--- src/rtl/comm_pkg.sv ---
// Shared types and constants for the copter-side command link.
package comm_pkg;

    typedef enum logic [1:0] {WAIT_CMD, WAIT_HI, WAIT_LO} frame_state_t;
    typedef enum logic [1:0] {RX_IDLE, RX_START, RX_DATA, RX_STOP} rx_state_t;
    typedef enum logic [0:0] {TX_IDLE, TX_SHIFT} tx_state_t;

    localparam logic [7:0] POS_ACK       = 8'hA5;
    localparam logic [7:0] CMD_SET_PTCH  = 8'h02;
    localparam logic [7:0] CMD_SET_THRST = 8'h05;
    localparam logic [7:0] CMD_CALIBRATE = 8'h06;
    localparam int         DEFAULT_BAUD_DIV = 2604;

endpackage

--- src/rtl/uart_cmd_responder_if.sv ---
// Command/response handshake between the responder and the command-config logic.
interface uart_cmd_responder_if;
    logic        clr_cmd_rdy;
    logic        send_resp;
    logic [7:0]  resp;
    logic        cmd_rdy;
    logic [7:0]  cmd;
    logic [15:0] data;
    logic        resp_sent;
    logic        tx_busy;

    modport master (output clr_cmd_rdy, send_resp, resp,
                    input  cmd_rdy, cmd, data, resp_sent, tx_busy);
    modport slave  (input  clr_cmd_rdy, send_resp, resp,
                    output cmd_rdy, cmd, data, resp_sent, tx_busy);
endinterface

--- src/rtl/uart_byte_xcvr.sv ---
// Byte-level 8N1 UART receiver and transmitter, full-duplex, BAUD_DIV clocks per bit.
module uart_byte_xcvr import comm_pkg::*; #(
    parameter int BAUD_DIV = DEFAULT_BAUD_DIV
) (
    input  logic       clk,
    input  logic       rst,
    input  logic       rx_i,
    output logic       tx_o,
    input  logic       send_i,
    input  logic [7:0] tx_byte_i,
    output logic [7:0] rx_byte_o,
    output logic       byte_rdy_o,
    output logic       tx_busy_o,
    output logic       tx_done_o
);
    localparam int CW = $clog2(BAUD_DIV + 1);
    localparam logic [CW-1:0] HALF = CW'(BAUD_DIV / 2 - 1);
    localparam logic [CW-1:0] FULL = CW'(BAUD_DIV - 1);

    logic [1:0]    rx_sync_q;
    logic          rx_prev_q;
    rx_state_t     rx_state_q, rx_state_d;
    logic [CW-1:0] rx_baud_q, rx_baud_d;
    logic [3:0]    rx_bit_q, rx_bit_d;
    logic [7:0]    rx_shift_q, rx_shift_d;
    logic          byte_rdy_q, byte_rdy_d;
    tx_state_t     tx_state_q, tx_state_d;
    logic [CW-1:0] tx_baud_q, tx_baud_d;
    logic [3:0]    tx_bit_q, tx_bit_d;
    logic [9:0]    tx_shift_q, tx_shift_d;
    logic          tx_q, tx_d, busy_q, busy_d, done_q, done_d;
    logic          rx_s;

    assign rx_s = rx_sync_q[1];

    // State registers for both directions; the synchroniser idles high.
    always_ff @(posedge clk or posedge rst) begin
        if (rst) begin
            rx_sync_q  <= 2'b11;
            rx_prev_q  <= 1'b1;
            rx_state_q <= RX_IDLE;
            rx_baud_q  <= '0;
            rx_bit_q   <= 4'd0;
            rx_shift_q <= 8'h00;
            byte_rdy_q <= 1'b0;
            tx_state_q <= TX_IDLE;
            tx_baud_q  <= '0;
            tx_bit_q   <= 4'd0;
            tx_shift_q <= 10'h3FF;
            tx_q       <= 1'b1;
            busy_q     <= 1'b0;
            done_q     <= 1'b0;
        end else begin
            rx_sync_q  <= {rx_sync_q[0], rx_i};
            rx_prev_q  <= rx_s;
            rx_state_q <= rx_state_d;
            rx_baud_q  <= rx_baud_d;
            rx_bit_q   <= rx_bit_d;
            rx_shift_q <= rx_shift_d;
            byte_rdy_q <= byte_rdy_d;
            tx_state_q <= tx_state_d;
            tx_baud_q  <= tx_baud_d;
            tx_bit_q   <= tx_bit_d;
            tx_shift_q <= tx_shift_d;
            tx_q       <= tx_d;
            busy_q     <= busy_d;
            done_q     <= done_d;
        end
    end

    // Receiver: start bit re-checked at half-bit so a glitch returns to idle.
    always_comb begin
        rx_state_d = rx_state_q;
        rx_baud_d  = rx_baud_q + CW'(1);
        rx_bit_d   = rx_bit_q;
        rx_shift_d = rx_shift_q;
        byte_rdy_d = 1'b0;
        case (rx_state_q)
            RX_IDLE: begin
                rx_baud_d = '0;
                rx_bit_d  = 4'd0;
                if (rx_prev_q && !rx_s) rx_state_d = RX_START;
                else                    rx_state_d = RX_IDLE;
            end
            RX_START: begin
                if (rx_baud_q == HALF) begin
                    rx_baud_d  = '0;
                    rx_state_d = rx_s ? RX_IDLE : RX_DATA;
                end else begin
                    rx_state_d = RX_START;
                end
            end
            RX_DATA: begin
                if (rx_baud_q == FULL) begin
                    rx_baud_d  = '0;
                    rx_shift_d = {rx_s, rx_shift_q[7:1]};
                    if (rx_bit_q == 4'd7) begin
                        rx_bit_d   = 4'd0;
                        rx_state_d = RX_STOP;
                    end else begin
                        rx_bit_d = rx_bit_q + 4'd1;
                    end
                end else begin
                    rx_state_d = RX_DATA;
                end
            end
            RX_STOP: begin
                if (rx_baud_q == FULL) begin
                    rx_baud_d  = '0;
                    rx_state_d = RX_IDLE;
                    byte_rdy_d = rx_s;
                end else begin
                    rx_state_d = RX_STOP;
                end
            end
            default: rx_state_d = RX_IDLE;
        endcase
    end

    // Transmitter: shift register holds {stop, data, start}, bit index 9 is the stop bit.
    always_comb begin
        tx_state_d = tx_state_q;
        tx_baud_d  = tx_baud_q + CW'(1);
        tx_bit_d   = tx_bit_q;
        tx_shift_d = tx_shift_q;
        tx_d       = tx_q;
        busy_d     = busy_q;
        done_d     = 1'b0;
        case (tx_state_q)
            TX_IDLE: begin
                tx_baud_d = '0;
                tx_bit_d  = 4'd0;
                if (send_i) begin
                    tx_shift_d = {1'b1, tx_byte_i, 1'b0};
                    tx_d       = 1'b0;
                    busy_d     = 1'b1;
                    tx_state_d = TX_SHIFT;
                end else begin
                    tx_d   = 1'b1;
                    busy_d = 1'b0;
                end
            end
            TX_SHIFT: begin
                if (tx_baud_q == FULL) begin
                    tx_baud_d = '0;
                    if (tx_bit_q == 4'd9) begin
                        tx_d       = 1'b1;
                        busy_d     = 1'b0;
                        done_d     = 1'b1;
                        tx_state_d = TX_IDLE;
                    end else begin
                        tx_bit_d   = tx_bit_q + 4'd1;
                        tx_d       = tx_shift_q[1];
                        tx_shift_d = {1'b1, tx_shift_q[9:1]};
                    end
                end else begin
                    tx_state_d = TX_SHIFT;
                end
            end
            default: tx_state_d = TX_IDLE;
        endcase
    end

    assign rx_byte_o  = rx_shift_q;
    assign byte_rdy_o = byte_rdy_q;
    assign tx_o       = tx_q;
    assign tx_busy_o  = busy_q;
    assign tx_done_o  = done_q;

endmodule

--- src/rtl/uart_cmd_responder.sv ---
// Copter-side command link: 3-byte frame assembly over UART plus a one-byte response.
// Optional inter-byte frame timeout enabled by defining FRAME_TIMEOUT_EN.
module uart_cmd_responder import comm_pkg::*; #(
    parameter int BAUD_DIV = DEFAULT_BAUD_DIV
`ifdef FRAME_TIMEOUT_EN
    , parameter int TIMEOUT_CYC = 65536
`endif
) (
    input  logic clk,
    input  logic rst,
    input  logic RX,
    output logic TX,
    uart_cmd_responder_if.slave bus
);
    frame_state_t state_q, state_d;
    logic [7:0]   cmd_sh_q, cmd_sh_d, hi_sh_q, hi_sh_d, cmd_q, cmd_d;
    logic [15:0]  data_q, data_d;
    logic         rdy_q, rdy_d;
    logic [7:0]   rx_byte_s;
    logic         byte_rdy_s;
`ifdef FRAME_TIMEOUT_EN
    localparam int GW = $clog2(TIMEOUT_CYC);
    logic [GW-1:0] gap_q, gap_d;
`endif

    uart_byte_xcvr #(.BAUD_DIV(BAUD_DIV)) u_xcvr (
        .clk        (clk),
        .rst        (rst),
        .rx_i       (RX),
        .tx_o       (TX),
        .send_i     (bus.send_resp),
        .tx_byte_i  (bus.resp),
        .rx_byte_o  (rx_byte_s),
        .byte_rdy_o (byte_rdy_s),
        .tx_busy_o  (bus.tx_busy),
        .tx_done_o  (bus.resp_sent)
    );

    // Frame FSM state and output registers.
    always_ff @(posedge clk or posedge rst) begin
        if (rst) begin
            state_q  <= WAIT_CMD;
            cmd_sh_q <= 8'h00;
            hi_sh_q  <= 8'h00;
            cmd_q    <= 8'h00;
            data_q   <= 16'h0000;
            rdy_q    <= 1'b0;
`ifdef FRAME_TIMEOUT_EN
            gap_q    <= '0;
`endif
        end else begin
            state_q  <= state_d;
            cmd_sh_q <= cmd_sh_d;
            hi_sh_q  <= hi_sh_d;
            cmd_q    <= cmd_d;
            data_q   <= data_d;
            rdy_q    <= rdy_d;
`ifdef FRAME_TIMEOUT_EN
            gap_q    <= gap_d;
`endif
        end
    end

    // Frame assembly; a frame completion sets cmd_rdy after any clear so set wins.
    always_comb begin
        state_d  = state_q;
        cmd_sh_d = cmd_sh_q;
        hi_sh_d  = hi_sh_q;
        cmd_d    = cmd_q;
        data_d   = data_q;
        if (bus.clr_cmd_rdy) rdy_d = 1'b0;
        else                 rdy_d = rdy_q;
        case (state_q)
            WAIT_CMD: begin
                if (byte_rdy_s) begin
                    cmd_sh_d = rx_byte_s;
                    rdy_d    = 1'b0;
                    state_d  = WAIT_HI;
                end else begin
                    state_d = WAIT_CMD;
                end
            end
            WAIT_HI: begin
                if (byte_rdy_s) begin
                    hi_sh_d = rx_byte_s;
                    state_d = WAIT_LO;
                end else begin
                    state_d = WAIT_HI;
                end
            end
            WAIT_LO: begin
                if (byte_rdy_s) begin
                    cmd_d   = cmd_sh_q;
                    data_d  = {hi_sh_q, rx_byte_s};
                    rdy_d   = 1'b1;
                    state_d = WAIT_CMD;
                end else begin
                    state_d = WAIT_LO;
                end
            end
            default: state_d = WAIT_CMD;
        endcase
`ifdef FRAME_TIMEOUT_EN
        if (state_q != WAIT_CMD && !byte_rdy_s) begin
            if (gap_q == GW'(TIMEOUT_CYC - 1)) begin
                gap_d    = '0;
                state_d  = WAIT_CMD;
                cmd_sh_d = 8'h00;
                hi_sh_d  = 8'h00;
            end else begin
                gap_d = gap_q + GW'(1);
            end
        end else begin
            gap_d = '0;
        end
`else
        // Without the timeout the FSM waits indefinitely for the remaining bytes.
`endif
    end

    assign bus.cmd_rdy = rdy_q;
    assign bus.cmd     = cmd_q;
    assign bus.data    = data_q;

endmodule

--- src/flat_wrapper.sv ---
// flat-port wrapper written by rule: the top's interface ports become plain ports
module uart_cmd_responder_flat import comm_pkg::*;
#(
    parameter int BAUD_DIV = DEFAULT_BAUD_DIV

)
  (clk, rst, RX, TX, bus_clr_cmd_rdy, bus_send_resp, bus_resp, bus_cmd_rdy, bus_cmd, bus_data, bus_resp_sent, bus_tx_busy);
  uart_cmd_responder_if bus_i ();
  input  logic clk;
  input  logic rst;
  input  logic RX;
  output logic TX;
  input wire logic [$bits(bus_i.clr_cmd_rdy)-1:0] bus_clr_cmd_rdy;
  input wire logic [$bits(bus_i.send_resp)-1:0] bus_send_resp;
  input wire logic [$bits(bus_i.resp)-1:0] bus_resp;
  output wire logic [$bits(bus_i.cmd_rdy)-1:0] bus_cmd_rdy;
  output wire logic [$bits(bus_i.cmd)-1:0] bus_cmd;
  output wire logic [$bits(bus_i.data)-1:0] bus_data;
  output wire logic [$bits(bus_i.resp_sent)-1:0] bus_resp_sent;
  output wire logic [$bits(bus_i.tx_busy)-1:0] bus_tx_busy;
  assign bus_i.clr_cmd_rdy = bus_clr_cmd_rdy;
  assign bus_i.send_resp = bus_send_resp;
  assign bus_i.resp = bus_resp;
  assign bus_cmd_rdy = bus_i.cmd_rdy;
  assign bus_cmd = bus_i.cmd;
  assign bus_data = bus_i.data;
  assign bus_resp_sent = bus_i.resp_sent;
  assign bus_tx_busy = bus_i.tx_busy;
  uart_cmd_responder #(.BAUD_DIV(BAUD_DIV)) u_core (.clk(clk), .rst(rst), .RX(RX), .TX(TX), .bus(bus_i));
endmodule
--- config.mk ---
export PLATFORM = sky130hd
export DESIGN_NAME = uart_cmd_responder_flat
export DESIGN_NICKNAME = d
export VERILOG_FILES = /design/src/rtl/comm_pkg.sv /design/src/rtl/uart_cmd_responder_if.sv /design/src/rtl/uart_byte_xcvr.sv /design/src/rtl/uart_cmd_responder.sv /design/src/flat_wrapper.sv
export SDC_FILE = /design/constraint.sdc
export NUM_CORES = 1
export LEC_CHECK = 0
export CORE_UTILIZATION = 38
export DETAILED_ROUTE_END_ITERATION = 6
export PLACE_DENSITY_LB_ADDON = 0.08
export SLEW_MARGIN = 10
export SYNTH_ARGS = -nofsm -noshare
export SYNTH_HDL_FRONTEND = slang
export SYNTH_HIERARCHICAL = 1
export SYNTH_SLANG_ARGS = --single-unit
--- constraint.sdc ---
create_clock -name clk -period 3.1 [get_ports clk]
set_clock_uncertainty 0.1 [all_clocks]
set_input_delay 0.31 -clock clk [delete_from_list [all_inputs] [get_ports clk]]
set_output_delay 0.31 -clock clk [all_outputs]
set_load 0.02 [all_outputs]
; ---- Word level (Yosys, flattened, before mapping)
; Cells that the tools add are included.
[word_totals]
ff_bits = 103
in_bits = 13
out_inout_bits = 28
[classes]
addsub = 4
n_eq_ne = 16
n_mux = 46
bitwise_logic = 1
n_reduce_logical = 14
[ops]
columns = cell, count
row1 = 12-bit two-way mux, 3
row2 = 12-bit case mux with 3 select lines, 1
row3 = 10-bit two-way mux, 3
row4 = 12-bit by 1-bit adder with 12-bit output (second input constant), 2
row5 = 12-bit == test (second input constant), 2
row6 = 12-bit case mux with 2 select lines, 1
row7 = 10-bit case mux with 2 select lines, 1
row8 = 1-bit two-way mux, 18
row9 = 4-bit two-way mux, 4
row10 = 4-bit case mux with 2 select lines, 2
row11 = 2-bit two-way mux, 7
row12 = 2-bit AND reduction, 7
row13 = 12-bit by 11-bit == test with 1-bit output (second input constant), 1
row14 = 4-bit by 1-bit adder with 4-bit output (second input constant), 2
row15 = 1-bit case mux with 2 select lines, 4
row16 = 2-bit case mux with 4 select lines, 1
row17 = 2-bit == test (second input constant), 3
row18 = 2-bit != test (second input constant), 3
row19 = 2-bit case mux with 3 select lines, 1
row20 = 2-bit by 1-bit == test with 1-bit output (second input constant), 2
row21 = 4-bit by 3-bit == test with 1-bit output (second input constant), 1
row22 = 4-bit == test (second input constant), 1
row23 = 2-bit zero test, 2
row24 = 2-bit by 1-bit != test with 1-bit output (second input constant), 2
row25 = 7 further kinds, 7

; ---- Logic depth before layout (Yosys ltp)
[logic_depth]
ltp_word = 4
ltp_mapped = 7
mapped_depth_nobuf = 6

; ---- Hierarchy
; Netlist, hierarchy kept.
[by_module_without_submodules]
columns = mod, instances, cells_per_inst, area_per_inst_um2, seq_area_each_um2
row1 = uart_byte_xcvr, 1, 263, 2803.9, 1466.4
row2 = uart_cmd_responder, 1, 98, 1727.9, 1076.0

; ---- Worst setup path before layout
; OpenSTA, ideal clock, no wires.
[synth_timing]
path_type = register -> register
start = reg u_core.u_xcvr.rx_baud_q[6]
end = reg u_core.u_xcvr.rx_shift_q[0], in the netlist u_core/u_xcvr/rx_byte_o[0]
arrival_ps = 1922
t_required_ps = 2875
setup_slack_ps = 953
stages_incl_launch_ff = 5
path_buffers = 1
period_less_slack_ps = 2147
path_cell_list = dfrtp_1 or4_1 or4_1 buf_2 mux2_4
[synth_between]
elab_chain_len = 2
[synth_rtl]
columns = element, line
row1 = "start, declared", uart_byte_xcvr.sv:23  ; logic [CW-1:0] rx_baud_q, rx_baud_d;
row2 = "start signal, assigned", uart_byte_xcvr.sv:57  ; rx_baud_q <= rx_baud_d;
row3 = 12-bit == test, uart_byte_xcvr.sv:94  ; if (rx_baud_q == FULL) begin
row4 = 2-bit AND reduction (no source line), --
row5 = "end signal, assigned", uart_byte_xcvr.sv:59  ; rx_shift_q <= rx_shift_d;
row6 = "end, declared", uart_byte_xcvr.sv:25  ; logic [7:0] rx_shift_q, rx_shift_d;
; Every way passes these cells.
; A chain may end at the register's enable or synchronous reset.

; ---- Final worst setup path
[layout_timing]
start = reg u_core.u_xcvr.rx_baud_q[6]
end = reg u_core.u_xcvr.rx_shift_q[2], in the netlist u_core/u_xcvr/rx_byte_o[2]
; Same word-level chain as after synthesis.

==> results.md <==
- The power share of the clock group is 0.371.
- Counting tap cells, the placed design contains a total of 537 instances.
- The mean instance size in the synthesized netlist is 12.55 um^2.
- The half-perimeter wire length after detailed placement is 5192 um.
- Of all flip-flops after synthesis, the portion carrying an async set or reset was 1.000.
- The detail-routed net length per standard cell is 14.26 um.
- For this run, the detailed router's first-pass iteration total came to 6.
- The aggregate negative setup slack is 0 ps.
- For the worst-skew pair, the clock arrives at the later sink with an insertion delay of 350 ps.
- The final-report setup violation count is 0.
- Dividing total power by cell area gives a power density of 557.9 nW/um^2.
- For this design the top-level I/O count stands at 41.
- The via count of the first global-routing pass is 2,712.
- In this run the post-CTS setup repair buffer count came out at 0.
- After synthesis the netlist holds a flip-flop and latch count of 101.
- Along the worst path, the maximum fanout reaches 8.
- The most critical setup path has its startpoint at u_core/u_xcvr/rx_baud_q[6]$_DFF_PP0_.
- The count of non-filler cells in the finished layout is 553.
- The chip width is 111.2 um.
- The count of vias placed by the detailed router is about 2,800.
- STA classifies the critical path startpoint as a flop.
- The count of pins over their slew limit is 0.
- The cell type contributing the most total cell area after synthesis is dfrtp_1.
- The post-synthesis net count is 380.
- Relative to the synthesized area, the layout overhead comes to 18.64%.
- For the worst setup path, the data required time is between 3000 and 4000 ps.
- The initial core utilization is 0.3935.
- The total inserted antenna cells is 0.
- The cell area after synthesis is 4532 um^2.
- Hold is met by 243.2 ps.
- The area share of the leading cell type in the synthesized netlist is 0.4914.
- Walking the worst path, the cells encountered are or4_1 > or4_1 > mux2_4.
- Using the TritonRoute via totals, the vias-per-cell ratio works out to 4.989.
- The clock period could shrink to 2345 ps.
- The checks that failed: DRC.
- Of the total synthesized cell area, the portion taken by XOR and XNOR cells is 0.03865.
- The all-layer global routing usage is 0.1426.
- The worst-case IR drop observed on VDD is 297.3 uV.
- Setup repair after global routing left no endpoint under its margin.
- The compound-gate portion of the synthesized area came to 0.04197.
- The total clock buffers created by CTS is 9.
- The design draws 2.999 mW.
- On the critical path, the stage with the largest delay is an instance of or4_1.
- The die outline height is 111.2 um.
- The switching share of total power is 0.2771.
- The critical register-to-register path startpoint is u_core/u_xcvr/rx_baud_q[6]$_DFF_PP0_.
- In this run the deepest clock path goes through 2 buffers.
- The gate count after technology mapping is 361.
- Yosys attributes the largest share of cell area to dfrtp_1, mux2_4, dfstp_2.
- The register share of total power is 0.521.
- The post-synthesis adder-cell area fraction is 0.01657.
- The first-pass GRT wire length is roughly 14,000 um.
- Clock tree synthesis found a total of 101 sinks.
- Of the cells placed in the final design, the portion with a size suffix greater than 1 is 0.2220.
- The total area inside the core boundary comes to 11,520 um^2.
- The net count of the finished layout is roughly 420.
- The remaining number of nets flagged by the antenna check after routing is 0.
- The analysis attributes to net switching a power of approximately 0.83 mW.
- The number of antenna violations at the first check in global routing is 0.
- In the layout the commonest cells are dfrtp_1, clkdlybuf4s50_1, nor2_1, mux2_4.
- The DRC violation count after routing is 13.
- The fraction of the yosys area taken by sequential cells is 0.5610.
- The final hold violation count is 0.
- The worst hold path belongs to the class in2async.
- The final design utilization is 0.4669.
- For this design the static power due to leakage is 2.570 nW.
- The fraction of the mapped netlist area in simple logic gates is 0.1574.
- The worst setup path is of the reg2reg kind.
- The count of hold-fix buffers inserted at cts is 0.
- The share of total power dissipated in combinational logic is 0.109.
- The count of standard-cell rows is 39.
- The peak per-stage delay on the critical path is 740 ps.
- During placement, the flow inserted port buffers numbering 40.
- The post-CTS resize count is 0.
- Yosys mapped the design onto 53 distinct sky130hd cell types.
- The detailed-route wire length is 7884 um.
- The library cell appearing most often on the critical path is or4_1.
- The number of violations of the max-capacitance limit is 0.
- The largest net degree at the start of global routing is 44.
- The internal power summed over all cells is 2.168 mW.
- The critical path endpoint category is a flop.
- Leaving out fill and tap cells, the most frequent cell in the layout is dfrtp_1.
- The maximum frequency from static timing analysis is around 430 MHz.
- The total die area is between 10,000 and 15,000 um^2.
- The library cell used as clock root buffer is clkbuf_16.
- The max-slew headroom at the worst pin is 0.6217.
- The arrival time at the worst endpoint is between 2000 and 2500 ps.
- Global routing finished with a remaining overflow of 0.
- At the pin with the least slew margin, the transition time is 567.4 ps.
- The run finished, with violations left.
- Of the available clock period, the critical path in the final layout requires 0.7564.
- The initial DRC count is about 150.
- By area, the combinational part of the netlist is dominated by multiplexers.
- The TritonCTS clock tree is built.
- The share of synthesized area spent on multiplexers is 0.1596.
- During synthesis, Yosys emitted a total of 6 warnings.
- The most used flip-flop cell after synthesis is dfrtp_1.
- The clock tree synthesis step divided the H-tree into 3 levels.
- Yosys mapped a number of flops with a built-in enable equal to 0.
- Clock-pin slew was measured on the worst setup and hold paths at roughly 70 ps.
- The congestion estimate from routability-driven global placement came to ~0.75.
==> final timing paths <==
path,endpoint,slack [ps],cells past startpoint
max,u_core/u_xcvr/rx_byte_o[2]$_DFFE_PP0P_,760,3
min,u_core/u_xcvr/rx_byte_o[4]$_DFFE_PP0P_,240,2
max reg2reg,u_core/u_xcvr/rx_byte_o[2]$_DFFE_PP0P_,760,3
min reg2reg,u_core/u_xcvr/rx_sync_q[1]$_DFF_PP1_,260,0
max in group asynchronous,u_core/u_xcvr/tx_shift_q[5]$_DFFE_PP1P_,1930,3
min in group clk,u_core/u_xcvr/rx_sync_q[0]$_DFF_PP1_,260,1
==> registers in the layout, summed over array words and instances, names as in the netlist, 2 cells and up <==
register,count
u_core/bus.cmd,8
u_core/bus.data,16
u_core/cmd_sh_q,8
u_core/hi_sh_q,8
u_core/state_q,2
u_core/u_xcvr/rx_baud_q,12
u_core/u_xcvr/rx_bit_q,4
u_core/u_xcvr/rx_byte_o,8
u_core/u_xcvr/rx_state_q,2
u_core/u_xcvr/rx_sync_q,2
u_core/u_xcvr/tx_baud_q,12
u_core/u_xcvr/tx_bit_q,4
u_core/u_xcvr/tx_shift_q,8
==> power by group through the flow <==
| stage | Combinational, mW | Sequential [mW] | Clock [mW] |
|---|---|---|---|
| final | 0.326 | 1.56 | 1.11 |
| after global routing | 0.379 | 1.59 | 1.20 |
| after CTS | 0.334 | 1.56 | 1.16 |
| after detailed placement | 0.334 | 1.59 | 0 |
| after global placement | 0.327 | 1.58 | 0 |
| after floorplan | 0.254 | 1.55 | 0 |
==> metal layers <==
metal	vias up	GRT usage	routed length, um
met5	-	0	0
met1	1353	0.2039	4216
li1	1358	-	-
met4	0	0.06937	125
met2	39	0.1967	3271
met3	9	0.03991	270
==> synthesized netlist by cell type, types with 2 or more instances <==
library cell	n
mux2_4	27
and3_1	5
or3_1	4
xnor2_1	16
inv_1	11
nor4bb_1	2
nand2b_1	5
a21oi_1	6
nand4_1	4
and4b_1	2
and2_1	2
clkbuf_1	6
buf_2	3
ha_1	6
nor4_1	2
nand4b_1	2
o21ai_0	14
nor2_1	29
nor3b_1	3
buf_6	2
nor2b_1	5
a221o_1	2
xor2_1	4
nand3b_1	3
mux2i_1	7
or4_1	2
mux2_2	22
dfstp_2	12
nand3_1	10
nor3_1	11
dfrtp_1	89
nand2_1	22
==> per-stage QoR <==
stage | setup WS [ps] | cell area [um^2]
after floorplan | 952.9 | 4532
after global placement | 745.2 | 5085
after detailed placement | 719.4 | 5085
after CTS | 710.9 | 5376
after global routing | 580.4 | 5376
final | 755.3 | 5376
==> cell families after synthesis <==
group	count (synthesis)
adders and majority gates	6
and+or+nand+nor	124
muxes	56
buffers and inverters	24
DFF	101
xor gates and xnor gates	20
AOI/OAI and AO/OA	30
==> worst max-delay path: cells and delay by family, from the launching register on <==
family           cells  cell delay, ps
flip-flops           1             450
multiplexers         1             380
AND/OR/NAND/NOR      2            1310
==> layout make-up <==
cell class | count | area, um^2
fillers | 1057 | 6140
flip-flops and latches | 101 | 2542
multi-input cells | 236 | 1877
repair buffers | 46 | 445.4
clock buffers | 10 | 239.0
well taps | 143 | 178.9
clock inverters | 6 | 52.55
inverters | 11 | 41.29
Power figures use the tool's default switching activity.
